File: src/rtl/mem_port_arbiter_if.sv
// Per-master memory port bundle shared by the CPU and the I/O / loader engine.
//
// master modport : the requesting side (CPU or loader engine)
//   req    - request, held until gnt
//   cmd    - 01 MREAD, 10 MWRITE (00/11 mean no request)
//   addr   - memory address
//   wdata  - write data
//   lock   - keep ownership of the port after the current beat
//   gnt    - one-cycle accept pulse (combinational in the accept cycle)
//   rvalid - one-cycle pulse, rdata valid
//   rdata  - read data returned to this master
// slave modport  : the arbiter side of the same signals
interface mem_port_arbiter_if #(
    parameter int ADDR_W = 9,
    parameter int DATA_W = 16
);
    logic              req;
    logic [1:0]        cmd;
    logic [ADDR_W-1:0] addr;
    logic [DATA_W-1:0] wdata;
    logic              lock;
    logic              gnt;
    logic              rvalid;
    logic [DATA_W-1:0] rdata;

    modport master (
        output req, cmd, addr, wdata, lock,
        input  gnt, rvalid, rdata
    );

    modport slave (
        input  req, cmd, addr, wdata, lock,
        output gnt, rvalid, rdata
    );
endinterface

File: src/rtl/mem_port_arbiter.sv
// Two-master arbiter for the single synchronous RAM port.
// Master 0 is the CPU, master 1 is the I/O / program-loader engine.
// Round-robin per transaction, with an optional lock that lets the granted
// master keep the port for back-to-back beats. Memory commands are
// registered (they appear one cycle after gnt) and read data is routed back
// to the issuing master through a tagged return shift register.
//
// Ports:
//   clk        - rising-edge clock
//   reset      - synchronous, active-high reset
//   m0, m1     - master ports (mem_port_arbiter_if.slave)
//   mem_cmd    - 00 MNONE, 01 MREAD, 10 MWRITE (registered)
//   mem_addr   - memory address (registered)
//   mem_wdata  - memory write data (registered)
//   mem_rdata  - memory read data, READ_LAT cycles after MREAD
//   busy       - a read is in flight or a lock is held
module mem_port_arbiter #(
    parameter int ADDR_W   = 9,
    parameter int DATA_W   = 16,
    parameter int READ_LAT = 1
) (
    input  logic                 clk,
    input  logic                 reset,
    mem_port_arbiter_if.slave    m0,
    mem_port_arbiter_if.slave    m1,
    output logic [1:0]           mem_cmd,
    output logic [ADDR_W-1:0]    mem_addr,
    output logic [DATA_W-1:0]    mem_wdata,
    input  logic [DATA_W-1:0]    mem_rdata,
    output logic                 busy
);

    localparam logic [1:0] MNONE  = 2'b00;
    localparam logic [1:0] MREAD  = 2'b01;
    localparam logic [1:0] MWRITE = 2'b10;

    typedef enum logic [1:0] {
        ST_IDLE = 2'b00,
        ST_OWN0 = 2'b01,
        ST_OWN1 = 2'b10
    } state_t;

    // Only MREAD and MWRITE count as a request; 00/11 are ignored.
    function automatic logic cmd_is_valid(input logic [1:0] c);
        return (c == MREAD) || (c == MWRITE);
    endfunction

    state_t              state_r;
    logic                rr_ptr_r;      // 0: master 0 wins a tie, 1: master 1

    logic                m0_valid_s;
    logic                m1_valid_s;
    logic                gnt0_s;
    logic                gnt1_s;
    logic                any_gnt_s;
    logic [1:0]          sel_cmd_s;
    logic [ADDR_W-1:0]   sel_addr_s;
    logic [DATA_W-1:0]   sel_wdata_s;

    logic [1:0]          mem_cmd_r;
    logic [ADDR_W-1:0]   mem_addr_r;
    logic [DATA_W-1:0]   mem_wdata_r;

    // Return pipe: stage 0 lines up with mem_cmd, stage READ_LAT with mem_rdata.
    logic [READ_LAT:0]   ret_vld_r;
    logic [READ_LAT:0]   ret_id_r;

    logic                m0_rvalid_s;
    logic                m1_rvalid_s;
    logic [DATA_W-1:0]   m0_hold_r;
    logic [DATA_W-1:0]   m1_hold_r;

    assign m0_valid_s = m0.req && cmd_is_valid(m0.cmd);
    assign m1_valid_s = m1.req && cmd_is_valid(m1.cmd);

    // Grant decision for the current cycle; suppressed while reset is asserted.
    always_comb begin
        gnt0_s = 1'b0;
        gnt1_s = 1'b0;
        if (reset) begin
            gnt0_s = 1'b0;
            gnt1_s = 1'b0;
        end else begin
            case (state_r)
                ST_IDLE: begin
                    if (m0_valid_s && m1_valid_s) begin
                        gnt0_s = ~rr_ptr_r;
                        gnt1_s = rr_ptr_r;
                    end else begin
                        gnt0_s = m0_valid_s;
                        gnt1_s = m1_valid_s;
                    end
                end
                ST_OWN0: begin
                    gnt0_s = m0_valid_s;
                    gnt1_s = 1'b0;
                end
                ST_OWN1: begin
                    gnt0_s = 1'b0;
                    gnt1_s = m1_valid_s;
                end
                default: begin
                    gnt0_s = 1'b0;
                    gnt1_s = 1'b0;
                end
            endcase
        end
    end

    assign any_gnt_s = gnt0_s | gnt1_s;

    // Mux the winning master's beat towards the memory command registers.
    always_comb begin
        sel_cmd_s   = m0.cmd;
        sel_addr_s  = m0.addr;
        sel_wdata_s = m0.wdata;
        if (gnt1_s) begin
            sel_cmd_s   = m1.cmd;
            sel_addr_s  = m1.addr;
            sel_wdata_s = m1.wdata;
        end else begin
            sel_cmd_s   = m0.cmd;
            sel_addr_s  = m0.addr;
            sel_wdata_s = m0.wdata;
        end
    end

    // Ownership FSM and round-robin pointer.
    always_ff @(posedge clk) begin
        if (reset) begin
            state_r  <= ST_IDLE;
            rr_ptr_r <= 1'b0;
        end else begin
            // Every grant, locked or not, hands priority to the other master.
            if (any_gnt_s) begin
                rr_ptr_r <= gnt0_s;
            end
            case (state_r)
                ST_IDLE: begin
                    if (gnt0_s && m0.lock) begin
                        state_r <= ST_OWN0;
                    end else if (gnt1_s && m1.lock) begin
                        state_r <= ST_OWN1;
                    end else begin
                        state_r <= ST_IDLE;
                    end
                end
                ST_OWN0: begin
                    // The releasing beat (lock=0) is still granted this cycle.
                    if (!m0.req || !m0.lock) begin
                        state_r <= ST_IDLE;
                    end
                end
                ST_OWN1: begin
                    if (!m1.req || !m1.lock) begin
                        state_r <= ST_IDLE;
                    end
                end
                default: begin
                    state_r <= ST_IDLE;
                end
            endcase
        end
    end

    // Registered memory command; address and data hold between beats.
    always_ff @(posedge clk) begin
        if (reset) begin
            mem_cmd_r   <= MNONE;
            mem_addr_r  <= {ADDR_W{1'b0}};
            mem_wdata_r <= {DATA_W{1'b0}};
        end else if (any_gnt_s) begin
            mem_cmd_r   <= sel_cmd_s;
            mem_addr_r  <= sel_addr_s;
            mem_wdata_r <= sel_wdata_s;
        end else begin
            mem_cmd_r   <= MNONE;
        end
    end

    // Tagged return pipe: one entry per issued read, id = issuing master.
    always_ff @(posedge clk) begin
        if (reset) begin
            ret_vld_r <= {(READ_LAT+1){1'b0}};
            ret_id_r  <= {(READ_LAT+1){1'b0}};
        end else begin
            ret_vld_r <= {ret_vld_r[READ_LAT-1:0], any_gnt_s && (sel_cmd_s == MREAD)};
            ret_id_r  <= {ret_id_r[READ_LAT-1:0], gnt1_s};
        end
    end

    assign m0_rvalid_s = ret_vld_r[READ_LAT] & ~ret_id_r[READ_LAT];
    assign m1_rvalid_s = ret_vld_r[READ_LAT] &  ret_id_r[READ_LAT];

    // Last returned read data per master, shown while rvalid is low.
    always_ff @(posedge clk) begin
        if (reset) begin
            m0_hold_r <= {DATA_W{1'b0}};
            m1_hold_r <= {DATA_W{1'b0}};
        end else begin
            if (m0_rvalid_s) begin
                m0_hold_r <= mem_rdata;
            end
            if (m1_rvalid_s) begin
                m1_hold_r <= mem_rdata;
            end
        end
    end

    assign m0.gnt    = gnt0_s;
    assign m1.gnt    = gnt1_s;
    assign m0.rvalid = m0_rvalid_s;
    assign m1.rvalid = m1_rvalid_s;
    // RAM data arrives in the rvalid cycle itself, so pass it straight through then.
    assign m0.rdata  = m0_rvalid_s ? mem_rdata : m0_hold_r;
    assign m1.rdata  = m1_rvalid_s ? mem_rdata : m1_hold_r;

    assign mem_cmd   = mem_cmd_r;
    assign mem_addr  = mem_addr_r;
    assign mem_wdata = mem_wdata_r;
    assign busy      = (state_r != ST_IDLE) || (|ret_vld_r);

endmodule
File: src/flat_wrapper.sv
// flat-port wrapper written by rule: the top's interface ports become plain ports
module mem_port_arbiter_flat 
#(
    parameter int ADDR_W   = 9,
    parameter int DATA_W   = 16,
    parameter int READ_LAT = 1
)
  (clk, reset, mem_cmd, mem_addr, mem_wdata, mem_rdata, busy, m0_req, m0_cmd, m0_addr, m0_wdata, m0_lock, m0_gnt, m0_rvalid, m0_rdata, m1_req, m1_cmd, m1_addr, m1_wdata, m1_lock, m1_gnt, m1_rvalid, m1_rdata);
  mem_port_arbiter_if #(.ADDR_W(ADDR_W), .DATA_W(DATA_W)) m0_i ();
  mem_port_arbiter_if #(.ADDR_W(ADDR_W), .DATA_W(DATA_W)) m1_i ();
  input  logic clk;
  input  logic reset;
  output logic [1:0] mem_cmd;
  output logic [ADDR_W-1:0] mem_addr;
  output logic [DATA_W-1:0] mem_wdata;
  input  logic [DATA_W-1:0] mem_rdata;
  output logic busy;
  input wire logic [$bits(m0_i.req)-1:0] m0_req;
  input wire logic [$bits(m0_i.cmd)-1:0] m0_cmd;
  input wire logic [$bits(m0_i.addr)-1:0] m0_addr;
  input wire logic [$bits(m0_i.wdata)-1:0] m0_wdata;
  input wire logic [$bits(m0_i.lock)-1:0] m0_lock;
  output wire logic [$bits(m0_i.gnt)-1:0] m0_gnt;
  output wire logic [$bits(m0_i.rvalid)-1:0] m0_rvalid;
  output wire logic [$bits(m0_i.rdata)-1:0] m0_rdata;
  input wire logic [$bits(m1_i.req)-1:0] m1_req;
  input wire logic [$bits(m1_i.cmd)-1:0] m1_cmd;
  input wire logic [$bits(m1_i.addr)-1:0] m1_addr;
  input wire logic [$bits(m1_i.wdata)-1:0] m1_wdata;
  input wire logic [$bits(m1_i.lock)-1:0] m1_lock;
  output wire logic [$bits(m1_i.gnt)-1:0] m1_gnt;
  output wire logic [$bits(m1_i.rvalid)-1:0] m1_rvalid;
  output wire logic [$bits(m1_i.rdata)-1:0] m1_rdata;
  assign m0_i.req = m0_req;
  assign m0_i.cmd = m0_cmd;
  assign m0_i.addr = m0_addr;
  assign m0_i.wdata = m0_wdata;
  assign m0_i.lock = m0_lock;
  assign m0_gnt = m0_i.gnt;
  assign m0_rvalid = m0_i.rvalid;
  assign m0_rdata = m0_i.rdata;
  assign m1_i.req = m1_req;
  assign m1_i.cmd = m1_cmd;
  assign m1_i.addr = m1_addr;
  assign m1_i.wdata = m1_wdata;
  assign m1_i.lock = m1_lock;
  assign m1_gnt = m1_i.gnt;
  assign m1_rvalid = m1_i.rvalid;
  assign m1_rdata = m1_i.rdata;
  mem_port_arbiter #(.ADDR_W(ADDR_W), .DATA_W(DATA_W), .READ_LAT(READ_LAT)) u_core (.clk(clk), .reset(reset), .m0(m0_i), .m1(m1_i), .mem_cmd(mem_cmd), .mem_addr(mem_addr), .mem_wdata(mem_wdata), .mem_rdata(mem_rdata), .busy(busy));
endmodule
File: config.mk
export PLATFORM = sky130hd
export DESIGN_NAME = mem_port_arbiter_flat
export DESIGN_NICKNAME = d
export VERILOG_FILES = /design/src/rtl/mem_port_arbiter_if.sv /design/src/rtl/mem_port_arbiter.sv /design/src/flat_wrapper.sv
export SDC_FILE = /design/constraint.sdc
export NUM_CORES = 1
export LEC_CHECK = 0
export CORE_MARGIN = 4
export CORE_UTILIZATION = 44
export DETAILED_ROUTE_END_ITERATION = 12
export GPL_TIMING_DRIVEN = 0
export PLACE_DENSITY_LB_ADDON = 0.05
export SLEW_MARGIN = 30
export SYNTH_ARGS = -nofsm -noshare
export SYNTH_HDL_FRONTEND = slang
export SYNTH_SLANG_ARGS = --single-unit
File: constraint.sdc
create_clock -name clk -period 2.3 [get_ports clk]
set_input_delay 0.46 -clock clk [delete_from_list [all_inputs] [get_ports clk]]
set_output_delay 0.46 -clock clk [all_outputs]
set_load 0.01 [all_outputs]
==> impl_metrics.csv <==
group,metric,value,unit
status,status,"completed",
placed_design,place_inst,503,
floorplanning,dieArea,0.00816,mm^2
finish,multi_input_area,0.00138,mm^2
routing,drc,0,
finish,seq_area,0.00133,mm^2
synthesis,synth_area,0.00298,mm^2
clock_tree,htree_num_levels,3,
worst_setup_path,critPathKind,"flip-flop to primary output",
worst_setup_path,startpoint_type,"flip-flop",
power,p_comb_share,22.6,%
worst_setup_path,critPathMaxFanout,10,
power,finalPower,3.05,mW
power,switching_share,24.7,%
sta,rsz0062_at_grt,"false",
routing,route.vias.total,2801,
sta,whs,439,ps
power,seqPwrFrac,41.8,%
synthesis,synth_top_family_by_area,"compound AO/OA/AOI/OAI gates",
synthesis,synthXorXnorAreaFrac,0.881,%
finish,area_delta_synth_final,61.6,%
routing,first_pass_iters,5,
global_routing,grt_max_degree,11,
placed_design,gp_congestion,0.758,
global_routing,grt.total_usage,20.8,%
placed_design,pre_cts_slack,-700,ps
sta,clock_skew,7.65,ps
power,power_frac_clock,35.6,%
synthesis,syn_avg_cell_area,10.4,um^2
floorplanning,rows,29,
sta,finalCriticalPeriod,2230,ps
routing,wl,8450,um
clock_tree,clockBufferDepth,2,
floorplanning,ios,140,
worst_setup_path,path_cells,"nand2_4, buf_8, mux2_2, clkdlybuf4s50_1",
power,internal-power,2.30,mW
worst_setup_path,critPathRequiredTime,1840,ps
power,power_density,634,mW/mm^2
synthesis,yosys_register_bits,66,
worst_setup_path,path_buf_inv,2,
hold_path,hp-class,"flip-flop to flip-flop",
synthesis,synthCells,288,
sta,post-route-period-util,96.9,%
clock_tree,cts_tree,"done",
synthesis,ys_seq_area_share,44.3,%
sta,relSlewSlack,62.8,%
worst_setup_path,crit_slowest_cell,"clkdlybuf4s50_1",
power,p_switching,0.756,mW
sta,fmax,449,MHz
placed_design,place_area,0.00446,mm^2
worst_setup_path,r2r_setup_slack,520,ps
power,ir_worst_vdd,434,uV
finish,post-route-util,74.6,%
clock_tree,cts.sinks,66,
sta,worst_pin_slew,556,ps
routing,antenna_left,0,
finish,fin_nets,525,
placed_design,dp_hpwl,6160,um
finish,fin_cells,530,
clock_tree,numCtsBuffers,9,
finish,final_common_cell,"clkdlybuf4s50_1",
clock_tree,insertion_delay,340,ps
floorplanning,die_h,90.3,um
finish,diodes,0,
synthesis,ys_warn_count,0,
sta,drv_slew,0,
clock_tree,cts_hold_buf,0,
sta,finalHoldViolations,0,
worst_setup_path,reg2reg_depth,6,
floorplanning,die_x,90.3,um
sta,totalNegativeSetupSlack,0,ps
routing,vias_per_cell,5.28,
worst_setup_path,cp.arrival,1770,ps
sta,setup_viol,0,
worst_setup_path,path_depth,4,
finish,design_area,0.00482,mm^2
floorplanning,core-area,0.00646,mm^2
global_routing,antenna_found_initial,0,
run,cap_violations,0,
hold_path,whs_path_depth,1,
worst_setup_path,cpLargestDelayFamily,"buffers and inverters",
synthesis,synth_simple_gate_area_share,10.3,%
global_routing,grt_pass1_vias,2871,
finish,fillers,493,
synthesis,synth_compound_area_share,21.6,%
global_routing,grt_pass1_wl,13800,um
finish,layout-drive-gt1-share,20.8,%
worst_setup_path,critPathMaxStageDelay,490,ps
finish,layout_common_cells,"112 x clkdlybuf4s50_1, 63 x dfxtp_1, 52 x inv_1, 33 x and2_1, 32 x mux2_2",
synthesis,ys_types,29,
clock_tree,cts-root-buf,"clkbuf_8",
sta,layout_setup_ws,70.7,ps
placed_design,io_buffers,138,
power,leakagePower,2.22,nW
routing,drt_iter0_drc,156,
routing,avgRoutedWirePerCell,15.9,um
global_routing,grt-ovfl-total,0,
synthesis,synthAdderAreaFrac,0,%
synthesis,synth_nets,364,
synthesis,synth_mux_area_share,12.1,%
floorplanning,start_util,46.2,%
clock_tree,cts.clk_slew.worst_paths,70,ps
worst_setup_path,endpoint_kind,"primary output",
synth_stat cells (all sizes together):
| cell | n | share of area (%) |
|---|---|---|
| dfxtp | 66 | 44 |
| a222oi | 25 | 8.4 |
| or4 | 1 | 0.25 |
| inv | 52 | 6.5 |
| or3b | 1 | 0.29 |
| clkbuf | 13 | 1.6 |
| buf | 12 | 2.7 |
| a211oi | 2 | 0.50 |
| o211a | 1 | 0.34 |
| nor3b | 2 | 0.84 |
| nand2 | 3 | 0.38 |
| nor2b | 4 | 0.84 |
| a22o | 3 | 0.88 |
| nor2 | 2 | 0.25 |
| and3b | 1 | 0.29 |
| a221oi | 25 | 9.4 |
| xor2 | 2 | 0.59 |
| xnor2 | 1 | 0.29 |
| mux2 | 32 | 12 |
| o21ba | 1 | 0.34 |
| a2111oi | 1 | 0.50 |
| o2111a | 2 | 0.75 |
| o211ai | 1 | 0.25 |
| and2 | 33 | 6.9 |
| nand2b | 1 | 0.21 |
| a21oi | 1 | 0.17 |
registers in the layout, indices dropped and copies added, names as in the netlist:
register / count
u_core.state_r: 2
u_core.mem_cmd: 2
u_core.m1_hold_r: 16
u_core.rr_ptr_r: 1
u_core.ret_vld_r: 2
u_core.mem_wdata: 16
u_core.ret_id_r: 2
u_core.m0_hold_r: 16
u_core.mem_addr: 9
worst register-to-register path: stages (launching register included):
cell,delay (ps)
dfxtp_4,360
or3b_4,410
o2111a_2,290
buf_4,130
buf_6,130
buf_6,150
a221oi_2,220
routing by layer:
metal	track usage (%)	up-vias	share of wire [%]
li1	-	1358	-
met1	24.0	1319	41
met2	35.1	107	49
met3	6.92	17	7.7
met4	9.31	0	2.2
met5	0	-	0
path summary, 6_finish.rpt:
kind                                                      from                           endpoint
worst min-delay path             u_core.ret_id_r[0]$_SDFF_PP0_      u_core.ret_id_r[1]$_SDFF_PP0_
worst max register to register  u_core.state_r[1]$_SDFFE_PP0P_  u_core.mem_wdata[13]$_SDFFE_PP0P_
worst max-delay path             u_core.ret_id_r[1]$_SDFF_PP0_                        m1_rdata[6]
worst min register to register   u_core.ret_id_r[0]$_SDFF_PP0_      u_core.ret_id_r[1]$_SDFF_PP0_
repair_timing:
item | 4_1_cts | 5_1_grt
setup buffers | 7 | 5
resized for setup | 44 | 9
pin swaps | 4 | 2
endpoints found under the setup margin | 31 | 25
power by group through the flow:
stage / clock network (mW) / registers, mW / logic [mW]
after detailed placement: 0 / 1.30 / 0.677
after global placement: 0 / 1.30 / 0.672
after floorplan: 0 / 1.33 / 0.267
after CTS: 1.11 / 1.28 / 0.692
after global routing: 1.15 / 1.28 / 0.748
final: 1.09 / 1.28 / 0.691
cells by family (layout without fill, tap and decap cells):
family	Yosys count	count (layout)
compound gates	62	62
mux	32	32
flops	66	66
buf+inv	77	242
xor+xnor	3	3
simple gates	48	48
layout make-up:
class / count / share of cell area, %
plain buffers: 25 / 3.27
clock buffers: 13 / 3.30
clock inverters: 2 / 1.25
inverters: 52 / 4.05
multi-input cells: 145 / 28.6
flip-flops and latches: 66 / 27.5
well taps: 77 / 2.00
repair buffers: 150 / 30.0
Power figures use the tool's default switching activity.
